<file path="src/rtl/sram_port_ctrl.sv">
// Two-requester round-robin controller for one asynchronous sram128x8$ macro.
// Each accepted request becomes a registered setup/pulse/hold strobe sequence.
module sram_port_ctrl #(
    parameter int ADDR_W  = 7,
    parameter int DATA_W  = 8,
    parameter int T_SETUP = 1,
    parameter int T_PULSE = 2,
    parameter int T_HOLD  = 1
) (
    input  logic              clk,
    input  logic              rst,
    input  logic              req0_valid,
    input  logic              req0_wr,
    input  logic [ADDR_W-1:0] req0_addr,
    input  logic [DATA_W-1:0] req0_wdata,
    output logic              req0_ready,
    input  logic              req1_valid,
    input  logic              req1_wr,
    input  logic [ADDR_W-1:0] req1_addr,
    input  logic [DATA_W-1:0] req1_wdata,
    output logic              req1_ready,
    output logic              rsp_valid,
    output logic              rsp_id,
    output logic              rsp_wr,
    output logic [DATA_W-1:0] rsp_rdata,
    output logic [ADDR_W-1:0] sram_a,
    output logic [DATA_W-1:0] sram_dout,
    output logic              sram_dout_en,
    input  logic [DATA_W-1:0] sram_din,
    output logic              sram_ce_n,
    output logic              sram_oe_n,
    output logic              sram_wr_n,
    output logic              busy
);

    localparam int CNT_W = 8;
    localparam logic [CNT_W-1:0] CNT_ONE = CNT_W'(1);

    typedef enum logic [1:0] {
        IDLE  = 2'd0,
        SETUP = 2'd1,
        PULSE = 2'd2,
        HOLD  = 2'd3
    } state_t;

    state_t            state_r, state_s;
    logic [CNT_W-1:0]  cnt_r, cnt_s;
    logic              last_grant_r, last_grant_s;
    logic              op_wr_r, op_wr_s;
    logic              op_id_r, op_id_s;
    logic [DATA_W-1:0] rdata_cap_r, rdata_cap_s;
    logic              sel1_s, any_s;

    logic [ADDR_W-1:0] sram_a_s;
    logic [DATA_W-1:0] sram_dout_s;
    logic              sram_dout_en_s, sram_ce_n_s, sram_oe_n_s, sram_wr_n_s;
    logic              rsp_valid_s, rsp_id_s, rsp_wr_s;
    logic [DATA_W-1:0] rsp_rdata_s;

    assign busy = (state_r != IDLE);

    // Next-state, arbitration and next registered pin values.
    always_comb begin
        state_s        = state_r;
        cnt_s          = cnt_r;
        last_grant_s   = last_grant_r;
        op_wr_s        = op_wr_r;
        op_id_s        = op_id_r;
        rdata_cap_s    = rdata_cap_r;
        sel1_s         = 1'b0;
        any_s          = 1'b0;
        req0_ready     = 1'b0;
        req1_ready     = 1'b0;
        sram_a_s       = sram_a;
        sram_dout_s    = sram_dout;
        sram_dout_en_s = sram_dout_en;
        sram_ce_n_s    = sram_ce_n;
        sram_oe_n_s    = sram_oe_n;
        sram_wr_n_s    = sram_wr_n;
        rsp_valid_s    = 1'b0;
        rsp_id_s       = rsp_id;
        rsp_wr_s       = rsp_wr;
        rsp_rdata_s    = rsp_rdata;

        case (state_r)
            IDLE: begin
                any_s  = req0_valid | req1_valid;
                // On contention the requester that did not win last time goes first.
                sel1_s = req1_valid & (~req0_valid | ~last_grant_r);
                if (any_s && !rst) begin
                    req0_ready     = ~sel1_s;
                    req1_ready     = sel1_s;
                    op_id_s        = sel1_s;
                    last_grant_s   = sel1_s;
                    op_wr_s        = sel1_s ? req1_wr : req0_wr;
                    sram_a_s       = sel1_s ? req1_addr : req0_addr;
                    sram_dout_s    = sel1_s ? req1_wdata : req0_wdata;
                    sram_dout_en_s = op_wr_s;
                    sram_oe_n_s    = op_wr_s;
                    sram_wr_n_s    = 1'b1;
                    sram_ce_n_s    = 1'b0;
                    state_s        = SETUP;
                    cnt_s          = CNT_W'(T_SETUP);
                end else begin
                    sram_ce_n_s    = 1'b1;
                    sram_dout_en_s = 1'b0;
                    sram_oe_n_s    = 1'b1;
                    sram_wr_n_s    = 1'b1;
                end
            end
            SETUP: begin
                if (cnt_r == CNT_ONE) begin
                    state_s     = PULSE;
                    cnt_s       = CNT_W'(T_PULSE);
                    sram_wr_n_s = ~op_wr_r;
                end else begin
                    cnt_s = cnt_r - CNT_ONE;
                end
            end
            PULSE: begin
                if (cnt_r == CNT_ONE) begin
                    state_s     = HOLD;
                    cnt_s       = CNT_W'(T_HOLD);
                    sram_wr_n_s = 1'b1;
                    sram_oe_n_s = 1'b1;
                    if (!op_wr_r) begin
                        rdata_cap_s = sram_din;
                    end else begin
                        rdata_cap_s = rdata_cap_r;
                    end
                end else begin
                    cnt_s = cnt_r - CNT_ONE;
                end
            end
            HOLD: begin
                if (cnt_r == CNT_ONE) begin
                    state_s        = IDLE;
                    cnt_s          = {CNT_W{1'b0}};
                    sram_ce_n_s    = 1'b1;
                    sram_dout_en_s = 1'b0;
                    rsp_valid_s    = 1'b1;
                    rsp_id_s       = op_id_r;
                    rsp_wr_s       = op_wr_r;
                    if (!op_wr_r) begin
                        rsp_rdata_s = rdata_cap_r;
                    end else begin
                        rsp_rdata_s = rsp_rdata;
                    end
                end else begin
                    cnt_s = cnt_r - CNT_ONE;
                end
            end
            default: begin
                state_s = IDLE;
                cnt_s   = {CNT_W{1'b0}};
            end
        endcase
    end

    // State, capture and output registers with synchronous reset.
    always_ff @(posedge clk) begin
        if (rst) begin
            state_r      <= IDLE;
            cnt_r        <= {CNT_W{1'b0}};
            last_grant_r <= 1'b1;
            op_wr_r      <= 1'b0;
            op_id_r      <= 1'b0;
            rdata_cap_r  <= {DATA_W{1'b0}};
            sram_a       <= {ADDR_W{1'b0}};
            sram_dout    <= {DATA_W{1'b0}};
            sram_dout_en <= 1'b0;
            sram_ce_n    <= 1'b1;
            sram_oe_n    <= 1'b1;
            sram_wr_n    <= 1'b1;
            rsp_valid    <= 1'b0;
            rsp_id       <= 1'b0;
            rsp_wr       <= 1'b0;
            rsp_rdata    <= {DATA_W{1'b0}};
        end else begin
            state_r      <= state_s;
            cnt_r        <= cnt_s;
            last_grant_r <= last_grant_s;
            op_wr_r      <= op_wr_s;
            op_id_r      <= op_id_s;
            rdata_cap_r  <= rdata_cap_s;
            sram_a       <= sram_a_s;
            sram_dout    <= sram_dout_s;
            sram_dout_en <= sram_dout_en_s;
            sram_ce_n    <= sram_ce_n_s;
            sram_oe_n    <= sram_oe_n_s;
            sram_wr_n    <= sram_wr_n_s;
            rsp_valid    <= rsp_valid_s;
            rsp_id       <= rsp_id_s;
            rsp_wr       <= rsp_wr_s;
            rsp_rdata    <= rsp_rdata_s;
        end
    end

endmodule

</file>
<file path="config.mk">
export PLATFORM = sky130hd
export DESIGN_NAME = sram_port_ctrl
export DESIGN_NICKNAME = d
export VERILOG_FILES = /design/src/rtl/sram_port_ctrl.sv
export SDC_FILE = /design/constraint.sdc
export NUM_CORES = 1
export LEC_CHECK = 0
export CAP_MARGIN = 20
export CORE_MARGIN = 2
export CORE_UTILIZATION = 35
export DETAILED_ROUTE_END_ITERATION = 12
export PLACE_DENSITY = 0.62
export SYNTH_ARGS = -nofsm -noshare
export SYNTH_HDL_FRONTEND = slang
export SYNTH_SLANG_ARGS = --single-unit
</file>
<file path="constraint.sdc">
create_clock -name clk -period 1.9 [get_ports clk]
set_input_delay 0.38 -clock clk [delete_from_list [all_inputs] [get_ports clk]]
set_output_delay 0.38 -clock clk [all_outputs]
set_load 0.03 [all_outputs]
</file>
==> flow_summary_export.csv, run 1 <==
group,metric,value,unit
clock_network,cts_made_buffers,5,
placement,placedCellCount,412,
final_layout,fillCellCount,624,
floorplanning,die_h,85.2,um
placement,gp_congestion,0.765,
yosys,synth_top_area_frac,0.443,
power_and_ir_drop,power_density,1210,mW/mm^2
yosys,synth-seq-cells,51,
timing,hold_violations,0,
timing,finalClockSkew,0.0103,ns
clock_network,clockRootBuffer,"clkbuf_8",
final_layout,antenna_cells,0,
timing,maxSlewViolCount,0,
final_layout,fin_area,0.00339,sq mm
final_layout,syn_to_final_growth,46.9,%
route,antenna_left,0,
global_route,grt_pass1_wl,9110,um
final_layout,drive_gt1_frac,0.142,
route,num_vias,2063,
yosys,async_flop_share,0,
floorplanning,dieArea,0.00726,sq mm
timing,max_slew_margin,0.743,
job,cap_violations,0,
setup_path,cp.arrival,2.06,ns
yosys,ys.flop_type,"dfxtp_1",
clock_network,insertion_delay,0.31,ns
setup_path,crit_path_end_kind,"flop",
yosys,synthesis.nets,303,
placement,numPortBuffers,76,
clock_network,cts_buffer_depth,2,
hold_path,min_path_type,"in -> reg",
global_route,grt_pass1_vias,2016,
clock_network,cts-htree-levels,2,
power_and_ir_drop,p_leak,1.46,nW
power_and_ir_drop,peakVddDrop,0.533,mV
final_layout,fin_nets,394,
yosys,yosysUniqueCellTypes,39,
floorplanning,coreArea,0.00635,sq mm
timing,setup_slack,0.0842,ns
global_route,antenna_found_initial,0,
final_layout,finalNonFillerCells,421,
setup_path,startpoint_type,"flop",
placement,dpl_cell_area,0.00325,sq mm
yosys,syn_area,0.00231,sq mm
timing,finalCritPeriodShare,0.956,
yosys,yosys.area_share.simple,0.183,
route,drc,0,
hold_path,hold_start,"rst",
floorplanning,placementRows,29,
global_route,grt_remaining_overflow,0,
route,vias_per_cell,4.90,
route,wl,5460,um
setup_path,reg2reg_from,"state_r[0]",
timing,worst_pin_slew,0.375,ns
timing,max_freq,551,MHz
placement,dpl.hpwl,4140,um
yosys,syn_inst,253,
timing,grt_setup_unrepaired,"no",
global_route,grt_usage,0.157,
yosys,ys_seq_area_frac,0.443,
setup_path,required,2.14,ns
route,first_pass_iters,4,
yosys,synth_top_area_cell,"dfxtp_1",
timing,fin_crit,1.82,ns
status,status,"finished clean",
yosys,synth_xor_area_frac,0,
yosys,synth_top_family_by_area,"simple AND/OR/NAND/NOR gates",
clock_network,cts.sinks,51,
clock_network,cts_tree,"yes",
setup_path,criticalPathCategory,"reg -> reg",
placement,place_ws,-0.190,ns
setup_path,crit_start,"state_r[0]",
yosys,ys_top_cells_by_area,"dfxtp_1 (44%), mux2i_1 (14%), nor2_1 (7.3%)",
yosys,syn_area_per_cell,9.12,sq um
floorplanning,die_w,85.2,um
route,drt_iter0_markers,107,
floorplanning,boundaryPins,77,
yosys,synth-compound-area-share,0.150,
timing,fin_tns_setup,0,ns
yosys,synth_adder_area_share,0.0325,
timing,setup_viol,0,
yosys,synthMuxAreaShare,0.139,
yosys,ys.warnings.count,0,
setup_path,worst-path-max-fanout,5,
route,routedWlPerCell,13.0,um
floorplanning,initial_core_util,0.363,
global_route,grt_max_degree,31,
yosys,synth_edf_count,0,
clock_network,cts.clk_slew.worst_paths,0.10,ns
==> power breakdown <==
part           total [mW]  switching, mW  internal (mW)
clock network       0.617          0.364          0.253
logic                2.07           1.15          0.926
registers            1.40          0.136           1.26
==> layer usage <==
metal,share of wire,up-vias,track usage
met4,0.011,0,0.0433
met3,0.094,6,0.0788
met1,0.41,933,0.174
li1,-,1070,-
met5,0,-,0
met2,0.48,54,0.265
==> synthesized netlist by cell type (2+ instances only) <==
cell type / number
a21oi_1: 10
clkbuf_1: 7
nor2_1: 45
a211oi_1: 19
nand3_1: 9
buf_2: 5
o21bai_1: 2
mux2i_1: 32
nor3_1: 7
inv_1: 10
or2_2: 2
nand3b_1: 2
nand2b_1: 2
nand4b_1: 2
nand2_1: 9
dfxtp_1: 51
ha_1: 6
buf_4: 4
o21ai_0: 6
a21boi_0: 2
a31oi_1: 2
a21o_1: 2
==> cells by family after synthesis <==
family,after synthesis
buffers and inverters,27
adder cells (fa/ha/maj),6
multiplexers,32
AND/OR/NAND/NOR,86
flip-flops,51
AO/OA/AOI/OAI,51
==> layout by cell type, fill, tap and decap left out, drive strengths merged, types with 5 or more instances in the layout <==
cell           Yosys  routed
clkdlybuf4s50      0      70
dfxtp             51      51
nor2              45      45
mux2i             32      32
buf               10      29
a211oi            19      19
a21oi             10      10
inv               10      10
nand2              9       9
nand3              9       9
nor3               8       8
o21ai              6       6
ha                 6       6
clkbuf             7       5
==> final timing paths <==
kind              end  cells after the start  slack [ns]
max          cnt_r[7]                      6        0.08
min          cnt_r[0]                      2        0.39
max reg2reg  cnt_r[7]                      6        0.08
min reg2reg    rsp_id                      2        0.46
==> worst max-delay path, cell delays in order (launching register included) <==
cell and delay [ns]:
dfxtp_1 0.35, buf_4 0.12, ha_1 0.27, nor3_2 0.11
or3_4 0.37, or4_1 0.46, o21ai_0 0.08
==> cell type report <==
class                           instances  area [sq um]  area share
Multi-Input combinational cell        175          1210       0.356
Timing Repair Buffer                  101           945       0.279
Clock inverter                          2          13.8     0.00406
Tap cell                               77          96.3      0.0284
Clock buffer                            5          68.8      0.0203
Inverter                               10          37.5      0.0111
Sequential cell                        51          1020       0.301
==> stage by stage <==
stage	power (mW)	util	hold WS, ns
final	4.09	0.534	0.395
after global routing	4.39	0.534	0.400
after CTS	4.08	0.531	0.388
after detailed placement	3.42	0.511	0.451
after global placement	3.40	0.511	0.449
after floorplan	2.69	-	0.437
==> timing repair <==
action,in CTS,in global routing
gates resized for setup,8,6
pin swaps,1,0
buffers inserted,2,0
hold buffers,0,0
setup endpoints to repair,2,3
==> flip-flops by register name, indices dropped and copies added, names as in the netlist, 2 cells and up <==
signal	flops
cnt_r	8
rdata_cap_r	8
rsp_rdata	8
sram_a	7
sram_dout	8
state_r	2
(Power assumes the default switching activity.)
==> run 2: changes to the inputs <==
- CORE_MARGIN: 2 -> 3
- CORE_UTILIZATION: 35 -> 45
- PLACE_DENSITY: 0.62 -> 0.77
- REMOVE_ABC_BUFFERS: default -> 1
==> run 2 against run 1 <==
Via count up 0.44%. Register-to-register slack improved by 0.04 ns. Cell count down 3.3%. Setup slack lost 0.026 ns. Routed wire length shrank 2.2%. Clock power grew 7.6%. Critical path type is now in -> out.
==> flow_summary_export.csv, run 2 (synthesis gave the netlist of run 1 again) <==
group,metric,value,unit
global_route,grt_remaining_overflow,0,
route,wl,5340,um
setup_path,crit_path_end_kind,"primary output",
clock_network,insertion_delay,0.30,ns
timing,hold_violations,0,
clock_network,cts_buffer_depth,2,
global_route,grt_pass1_wl,9100,um
power_and_ir_drop,p_leak,1.43,nW
placement,gp_congestion,0.765,
route,num_vias,2072,
floorplanning,placementRows,25,
status,status,"finished clean",
route,drt_iter0_markers,67,
placement,numPortBuffers,76,
clock_network,clockRootBuffer,"clkbuf_8",
final_layout,layout_common_cells,"clkdlybuf4s50_1 (71), dfxtp_1 (49), nor2_1 (43)",
global_route,grt_max_degree,31,
placement,dpl.hpwl,3950,um
floorplanning,die_w,77.6,um
setup_path,criticalPathCategory,"in -> out",
clock_network,cts.clk_slew.worst_paths,0.09,ns
final_layout,antenna_cells,0,
clock_network,cts_made_buffers,5,
floorplanning,initial_core_util,0.476,
timing,finalCritPeriodShare,0.969,
timing,fin_crit,1.84,ns
setup_path,crit_chain,"clkdlybuf4s50_1 -> o21ai_1 -> buf_4 -> nor2_4 -> nand2_2 -> inv_2 -> buf_6",
global_route,grt_pass1_vias,2015,
timing,finalClockSkew,0.00286,ns
timing,setup_viol,0,
setup_path,critical_path.max_stage_delay,0.48,ns
placement,place_ws,-0.117,ns
hold_path,min_path_type,"in -> reg",
power_and_ir_drop,peakVddDrop,0.601,mV
floorplanning,coreArea,0.00485,sq mm
timing,max_slew_margin,0.686,
clock_network,cts-htree-levels,2,
global_route,antenna_found_initial,0,
power_and_ir_drop,power_density,1230,mW/mm^2
setup_path,worst-path-max-fanout,4,
global_route,grt-busiest-layer,"met2",
route,vias_per_cell,5.09,
route,routedWlPerCell,13.1,um
floorplanning,dieArea,0.00602,sq mm
final_layout,syn_to_final_growth,46.1,%
clock_network,cts.sinks,51,
setup_path,slowest_stage,"clkdlybuf4s50_1",
floorplanning,die_h,77.6,um
route,drc,0,
timing,max_freq,543,MHz
global_route,grt_use_met1,0.215,
timing,maxSlewViolCount,0,
timing,worst_pin_slew,0.470,ns
final_layout,mostFrequentLayoutCell,"clkdlybuf4s50_1",
setup_path,required,1.52,ns
final_layout,fin_nets,389,
global_route,grt.met3_usage,0.0800,
setup_path,startpoint_type,"input pin",
final_layout,drive_gt1_frac,0.147,
global_route,grtUsageMet2,0.312,
job,cap_violations,0,
setup_path,cp.arrival,1.46,ns
floorplanning,boundaryPins,77,
timing,fin_tns_setup,0,ns
route,antenna_left,0,
power_and_ir_drop,power.total,4.15,mW
timing,setup_slack,0.0582,ns
global_route,grt_usage,0.188,
route,first_pass_iters,4,
clock_network,cts_tree,"yes",
-- run 2: changes by cell type in the layout (fill, tap and decap cells not counted), moves of 2 or more --
cell,change
dfxtp_1,-2
buf_6,+2
o21ai_1,+2
dfxtp_2,+2
dlymetal6s2s_1,-2
buf_4,-7
-- run 2: repair_timing --
| action | CTS | global route |
|---|---|---|
| setup endpoints to repair | 2 | 5 |
| hold buffers | 0 | 0 |
| pin swaps | 1 | 1 |
| resized for setup | 13 | 9 |
| setup buffers | 1 | 1 |
-- run 2: metal layers --
metal,routed length [um],up-vias,part of all wire
met5,0,-,0
met4,89,0,0.017
met3,470,9,0.088
met2,2530,74,0.47
met1,2250,925,0.42
li1,-,1064,-
-- run 2: stage by stage --
step | std cells | util | hold WS, ns | area, sq um
6_report | 407 | 0.695 | 0.450 | 3370
3_5_place_dp | 397 | 0.659 | 0.450 | 3200
2_1_floorplan | 236 | - | 0.431 | 2220
3_3_place_gp | 397 | 0.659 | 0.446 | 3200
5_1_grt | 407 | 0.695 | 0.453 | 3370
4_1_cts | 406 | 0.689 | 0.433 | 3340
-- run 2: final timing paths --
check             startpoint            to  slack (ns)  cells past startpoint
setup / recovery  req0_valid    req1_ready        0.06                      7
hold / removal           rst      cnt_r[1]        0.45                      3
setup reg to reg    cnt_r[1]  rsp_rdata[6]        0.12                      8
hold reg to reg       rsp_id        rsp_id        0.46                      2
-- run 2: critical path, delay by kind of cell --
kind | cells | cell delay (ns)
buffers and inverters | 4 | 0.82
AND/OR/NAND/NOR | 2 | 0.16
AO/OA/AOI/OAI | 1 | 0.09
-- run 2: where the power goes --
part / switching, mW / internal, mW
registers: 0.142 / 1.27
clock network: 0.366 / 0.298
logic: 1.14 / 0.931
-- run 2: cell type report --
class	instances	area, sq um
clock inverters	2	16.3
inverters	10	37.5
multi-input cells	175	1220
flip-flops and latches	51	1020
clock buffers	6	82.6
repair buffers	96	908
fillers	409	1480
well taps	67	83.8
